--- config.mk ---
export PLATFORM = sky130hd
export DESIGN_NAME = hazard_ctrl
export DESIGN_NICKNAME = d
export VERILOG_FILES = /design/src/rtl/cpu_pkg.sv /design/src/rtl/mdu_stall_fsm.sv /design/src/rtl/hazard_ctrl.sv
export SDC_FILE = /design/constraint.sdc
export NUM_CORES = 1
export LEC_CHECK = 0
export ABC_AREA = 1
export CAP_MARGIN = 20
export CORE_MARGIN = 10
export CORE_UTILIZATION = 35
export DETAILED_ROUTE_END_ITERATION = 6
export HOLD_SLACK_MARGIN = 0.08
export PLACE_DENSITY_LB_ADDON = 0.25
export RECOVER_POWER = 50
export SYNTH_ARGS = -nofsm -noshare
export SYNTH_HDL_FRONTEND = slang
export SYNTH_SLANG_ARGS = --single-unit
--- constraint.sdc ---
create_clock -name clk -period 1.5 [get_ports clk]
set_clock_uncertainty 0.2 [all_clocks]
set_input_delay 0.15 -clock clk [delete_from_list [all_inputs] [get_ports clk]]
set_output_delay 0.15 -clock clk [all_outputs]
set_load 0.01 [all_outputs]
--- src/rtl/cpu_pkg.sv ---
// Shared encodings for the CPU pipeline: forwarding mux selects and
// the multi-cycle MDU handshake state.
package cpu_pkg;

    typedef enum logic [1:0] {
        FWD_NONE = 2'b00,
        FWD_WB   = 2'b01,
        FWD_MEM  = 2'b10
    } fwd_sel_t;

    typedef enum logic {
        MDU_IDLE = 1'b0,
        MDU_BUSY = 1'b1
    } mdu_state_t;

endpackage

--- src/rtl/mdu_stall_fsm.sv ---
// Tracks an in-flight multiply/divide in E, stalling until it reports done
// or until a watchdog expires, in which case the sticky error flag is raised.
module mdu_stall_fsm
    import cpu_pkg::*;
#(
    parameter int MDU_TIMEOUT = 64
) (
    input  logic clk,
    input  logic rst,
    input  logic mdu_startE,
    input  logic mdu_doneE,
    output logic mdu_stall,
    output logic mdu_busy,
    output logic mdu_err
);

    localparam int CNT_W = $clog2(MDU_TIMEOUT + 1);

    mdu_state_t       state, state_nx;
    logic [CNT_W-1:0] cnt, cnt_nx;
    logic             timeout;

    // Last permitted BUSY cycle with no done: release the pipeline now.
    assign timeout   = (state == MDU_BUSY) & ~mdu_doneE
                     & (cnt == CNT_W'(MDU_TIMEOUT - 1));
    assign mdu_busy  = (state == MDU_BUSY);
    assign mdu_stall = ((state == MDU_IDLE) & mdu_startE & ~mdu_doneE)
                     | ((state == MDU_BUSY) & ~mdu_doneE & ~timeout);

    always_ff @(posedge clk or posedge rst) begin
        if (rst) begin
            state   <= MDU_IDLE;
            cnt     <= '0;
            mdu_err <= 1'b0;
        end else begin
            state <= state_nx;
            cnt   <= cnt_nx;
            if (timeout) begin
                mdu_err <= 1'b1;
            end
        end
    end

    always_comb begin
        state_nx = state;
        cnt_nx   = cnt;
        case (state)
            MDU_IDLE: begin
                if (mdu_startE & ~mdu_doneE) begin
                    state_nx = MDU_BUSY;
                    cnt_nx   = '0;
                end
            end
            MDU_BUSY: begin
                if (mdu_doneE | timeout) begin
                    state_nx = MDU_IDLE;
                end else begin
                    cnt_nx = cnt + 1'b1;
                end
            end
            default: state_nx = MDU_IDLE;
        endcase
    end

endmodule

--- src/rtl/hazard_ctrl.sv ---
// Pipeline hazard unit: operand forwarding for D and E, load-use and
// branch-operand stalls, and MDU hold/bubble control.
module hazard_ctrl
    import cpu_pkg::*;
#(
    parameter int REGW        = 5,
    parameter int MDU_TIMEOUT = 64
) (
    input  logic            clk,
    input  logic            rst,
    input  logic [REGW-1:0] rsD,
    input  logic [REGW-1:0] rtD,
    input  logic [REGW-1:0] rsE,
    input  logic [REGW-1:0] rtE,
    input  logic [REGW-1:0] writeregE,
    input  logic [REGW-1:0] writeregM,
    input  logic [REGW-1:0] writeregW,
    input  logic            regwriteE,
    input  logic            regwriteM,
    input  logic            regwriteW,
    input  logic            memtoregE,
    input  logic            memtoregM,
    input  logic            branchD,
    input  logic            jumpregD,
    input  logic            redirectD,
    input  logic            mdu_startE,
    input  logic            mdu_doneE,
    output logic [1:0]      forwardAE,
    output logic [1:0]      forwardBE,
    output logic            forwardAD,
    output logic            forwardBD,
    output logic            stallF,
    output logic            stallD,
    output logic            stallE,
    output logic            flushD,
    output logic            flushE,
    output logic            flushM,
    output logic            mdu_busy,
    output logic            mdu_err
);

    logic lwstall, brstall, mdu_stall, any_stall;

    // Register 0 is hard-wired, so it never takes a forwarded value.
    function automatic fwd_sel_t fwd_e(input logic [REGW-1:0] src);
        if (src != '0 && regwriteM && src == writeregM) return FWD_MEM;
        if (src != '0 && regwriteW && src == writeregW) return FWD_WB;
        return FWD_NONE;
    endfunction

    function automatic logic hits_d(input logic [REGW-1:0] dst);
        return (dst != '0) && ((dst == rsD) || (dst == rtD));
    endfunction

    assign forwardAE = fwd_e(rsE);
    assign forwardBE = fwd_e(rtE);
    assign forwardAD = (rsD != '0) & regwriteM & (rsD == writeregM);
    assign forwardBD = (rtD != '0) & regwriteM & (rtD == writeregM);

    assign lwstall = memtoregE & (rtE != '0) & ((rtE == rsD) | (rtE == rtD));
    assign brstall = (branchD | jumpregD)
                   & ((regwriteE & hits_d(writeregE)) | (memtoregM & hits_d(writeregM)));

    mdu_stall_fsm #(
        .MDU_TIMEOUT(MDU_TIMEOUT)
    ) u_mdu (
        .clk        (clk),
        .rst        (rst),
        .mdu_startE (mdu_startE),
        .mdu_doneE  (mdu_doneE),
        .mdu_stall  (mdu_stall),
        .mdu_busy   (mdu_busy),
        .mdu_err    (mdu_err)
    );

    // A held E stage must not be cleared, so the MDU hold wins over flushE.
    assign any_stall = lwstall | brstall | mdu_stall;
    assign stallF    = any_stall;
    assign stallD    = any_stall;
    assign stallE    = mdu_stall;
    assign flushM    = mdu_stall;
    assign flushE    = (lwstall | brstall) & ~mdu_stall;
    assign flushD    = redirectD & ~any_stall;

endmodule
### After elaboration in Yosys (flattened, before gate mapping)

Index checks and enable logic that the tools add are counted.

* logic and storage cells: 87
* bits of input ports: 47
* output and inout bits: 14
* bits in registers: 9

* add/subtract/negate cells: 1
* reduce and logical (&&, ||, !) cells: 19
* bitwise operators: 29
* equal/unequal tests: 15
* muxes and demuxes: 20

Operators by type and width (count)
* $eq 5x5->1: 12
* $reduce_bool 5->1: 6
* $and 1x1->1: 17
* $mux 2: 8
* $mux 7: 2
* $pmux 7 s2: 1
* $logic_and 1x1->1: 10
* $mux 1: 8
* $add 7x1->7 const B: 1
* $eq 7x6->1 const B: 1
* $or 1x1->1: 7
* $not 1->1: 5
* $ne 2x2->1 const B: 2
* $logic_or 1x1->1: 2
* $pmux 1 s2: 1
* $reduce_and 2->1: 1

### Longest topological paths before layout

* word-level depth: 10
* depth in mapped cells: 11
* depth with buffers taken out: 11

### Cells and area by module

A second synthesis with hierarchy kept.

* cell total of the unflattened synthesis: 248
* area, all modules: 1446.4 µm²

Modules (own cells, without submodules)
* hazard_ctrl: seq. area each 0.0 µm², area each 935.9 µm², cells an instance 188, instances 1
* mdu_stall_fsm: seq. area each 225.2 µm², area each 510.5 µm², cells an instance 60, instances 1

### Least setup slack after synthesis

Ideal clock, no wire load.

* path type: register to output
* start point: register u_mdu.cnt[1]
* end point: output port stallF
* buffers on the path: 1
* cell stages (with the launch flop): 10
* setup slack: -0.138 ns
* arrival time: 1.288 ns
* data required time: 1.150 ns
* cell sequence: dfrtp_1 ha_1 nand2_1 inv_1 nand3_2 nand2_2 nand2_4 inv_1 nand3_2 buf_4

* word-level cells in the longest chain between the ends: 6

Ends and longest elaborated chain
* from (decl): line mdu_stall_fsm.sv:20 `logic [CNT_W-1:0] cnt, cnt_nx;`
* from (signal assigned): line mdu_stall_fsm.sv:37 `cnt <= cnt_nx;`
* $eq 7x6->1: line mdu_stall_fsm.sv:25 `& (cnt == CNT_W'(MDU_TIMEOUT - 1));`
* $and 1x1->1: line mdu_stall_fsm.sv:25
* $not 1->1: line mdu_stall_fsm.sv:28 `| ((state == MDU_BUSY) & ~mdu_doneE & ~timeout);`
* $and 1x1->1: line mdu_stall_fsm.sv:28
* $or 1x1->1: line mdu_stall_fsm.sv:28
* $or 1x1->1: line hazard_ctrl.sv:77 `assign any_stall = lwstall | brstall | mdu_stall;`
* to (decl): line hazard_ctrl.sv:32 `output logic stallF,`

Every way passes these cells.

### Final worst setup path

* start point: register u_mdu.cnt[1]
* end point: output port stallE

* word-level cells in the longest chain between the ends: 5

Ends and longest elaborated chain
* $eq 7x6->1: line mdu_stall_fsm.sv:25
* $and 1x1->1: line mdu_stall_fsm.sv:25
* $not 1->1: line mdu_stall_fsm.sv:28
* $and 1x1->1: line mdu_stall_fsm.sv:28
* $or 1x1->1: line mdu_stall_fsm.sv:28
* to (decl): line hazard_ctrl.sv:34 `output logic stallE,`

Every way passes these cells.

==> reports/qor.txt <==
DR iter-0 viols = 33
Crit path buffers/inverters = 4
vias per inst = 4.80
Async S/R FF share, synth = 100%
cell family with most CP delay = buffers and inverters
Netlist cell types = 31
Post-Syn Area = 1340 µm²
worst setup path start = u_mdu.cnt[1]
violated checks = negative setup slack
Die Y = 81.9 µm
CTS sink count = 9
Worst-path clk slew = 0.05 ns
DR vias = 1909
min cycle time layout = 1.82 ns
Final Hold Viols = 0
Final TNS setup = -2.41 ns
sequential area share after synthesis = 16.8%
Antenna Nets Post-Route = 0
R2R setup slack = -0.19 ns
Endpoint, Worst Hold = u_mdu.mdu_err
EDFF count, synth = 0
RSZ-0062 raised after global routing = yes
Layout area overhead = 94.6%
Crit path largest cell delay = 0.37 ns
initial core utilization = 36.4%
net count after synthesis = 281
TritonRoute pass-1 iters = 5
Residual DRC = 0
Die Wd = 81.9 µm
Setup CP Type = reg2out
Port Buffer Count = 60
Final GP Congestion = 0.947
Root Buffer Master = clkbuf_8
fraction of post-synthesis cell area in the top cell type by area = 20.1%
worst r2r path cells = 11
# diodes = 0
count leader, synth = nand2_1
class of the worst hold path = reg2reg
HPWL after detailed placement = 4150 µm
Max clock buf depth = 2
Overall Global Routing Usage = 15.1%
Arrival @ worst endpoint = 1.47 ns
CP startpoint kind = register
WHS Path Cells = 1
cell at the slowest stage of the critical path = dfrtp_1
Max transition margin = 75.6%
cell accounting for the most synthesized area = nand2_1
I/O pin count = 61
status = finished, violations left
LEAKAGE = 0.00139 µW
RR Endpoint = u_mdu.cnt[5]
worst vdd ir = 248 µV
htree depth = 1
antenna violations before repair = 0
grt ovf = 0
Finish-stage setup viols = 14
Layout Nets = 399
max-cap violations = 0
Area contributors post-synth = nand2_1, dfrtp_1, inv_1
slew of the pin with the lowest slew margin = 0.366 ns
Gate Count Post-Synth = 233
CTS tree = yes
Cell Rows = 22
clock latency at the later pin of the worst-skew pair = 0.24 ns
overall power = 1430 µW
CP cell instances = ha_2, nand2_2, inv_2, nand3_4, nand2_4, buf_4, buf_6, nand2_4, buf_6
beginning of the worst register-to-register path = u_mdu.cnt[1]
endpoint class of the critical path = output port
crit share post-route = 122%
Commonest cells post-synth = nand2_1, inv_1, nor2_1
DR WL/cell = 13.6 µm
final wirelength = 5410 µm
cell area power density = 549 nW/µm²
share of layout cells above drive strength 1 = 46.9%
full die area = 6710 µm²
fmax = 548 MHz
Hold Startpoint = u_mdu.mdu_err
Pins Over Slew Limit = 0
largest net degree at the start of global routing = 10
global-route wire length before repair = 8270 µm
Num CTS Buffers = 3
WHS = 0.281 ns
Crit Path Max Fanout = 2
Seq cells post-synth = 9
top_reg_cell synth = dfrtp_1
Crit path required time = 1.15 ns
Core Area = 3690 µm²
number of global-route vias before repair = 1906
synthesized area per cell = 5.76 µm²
Yosys warnings = 0
post-route worst setup slack = -0.325 ns
## cells by family after synthesis
logic type,share of synthesized area [%]
adder cells (fa/ha/maj),0.933
AND/OR/NAND/NOR,42.1
AO/OA/AOI/OAI,13.4
buffers and inverters,13.7
flip-flops,16.8
XOR/XNOR,13.1
## worst register-to-register path: cells and delay by family (launching register included)
kind	cells	cell delay, ns
flip-flops	1	0.37
AO/OA/AOI/OAI	2	0.19
adder cells (fa/ha/maj)	1	0.20
buffers and inverters	2	0.21
AND/OR/NAND/NOR	6	0.45
## worst max path at each step
stage / end / slack [ns] / cells past startpoint
floorplan: flushD / -0.05 / 9
global placement: flushE / -1.00 / 8
detailed placement: flushE / -1.01 / 8
CTS: flushD / -0.32 / 10
global route: flushD / -0.43 / 10
finish: stallE / -0.32 / 9
## layout make-up
class | count | area (µm²)
fill | 312 | 1080
tap | 48 | 60.1
clock buffer | 4 | 45.0
multi-input combinational | 178 | 1120
timing repair buffer | 118 | 983
sequential | 9 | 225
inverter | 41 | 171
## stage by stage
| stage | setup WS (ns) | area [µm²] | util [%] | std cells |
|---|---|---|---|---|
| global route | -0.433 | 2610 | 70.8 | 398 |
| floorplan | -0.0477 | 1360 | - | 233 |
| global placement | -1.00 | 2350 | 63.6 | 384 |
| detailed placement | -1.01 | 2350 | 63.6 | 384 |
| finish | -0.325 | 2610 | 70.8 | 398 |
| CTS | -0.321 | 2420 | 65.6 | 396 |
## routing by layer
layer | vias up | global-route usage (%) | routed length, µm
li1 | 970 | - | -
met1 | 878 | 17.0 | 2130
met2 | 52 | 27.9 | 2920
met3 | 9 | 2.51 | 255
met4 | 0 | 5.27 | 97
met5 | - | 0 | 0
## cells in the final DEF (no fill, tap or decap), types with 10 or more instances in the layout
cell	netlist	routed
buf_2	2	17
buf_4	2	51
buf_6	0	21
inv_1	37	27
inv_2	4	11
nand2_1	72	61
nand2_2	3	10
nor2_1	23	17
## registers in the layout (all words and copies together), names as in the netlist
signal          cells
u_mdu.cnt           7
u_mdu.mdu_busy      1
u_mdu.mdu_err       1
## what timing repair did
action,4_1_cts,5_1_grt
setup buffers,11,6
pin swaps,33,20
hold endpoints to repair,9,0
hold buffers,1,0
gates resized for setup,201,71
setup endpoints to repair,19,21
## report_power, final
| part | switching [µW] | leakage [µW] | total [µW] | internal [µW] |
|---|---|---|---|---|
| combinational | 383 | 0.00125 | 824 | 442 |
| clock | 109 | 0.0000228 | 295 | 186 |
| sequential | 25.7 | 0.000121 | 315 | 289 |
| total | 517 | 0.00139 | 1430 | 917 |
(Power assumes the default switching activity.)
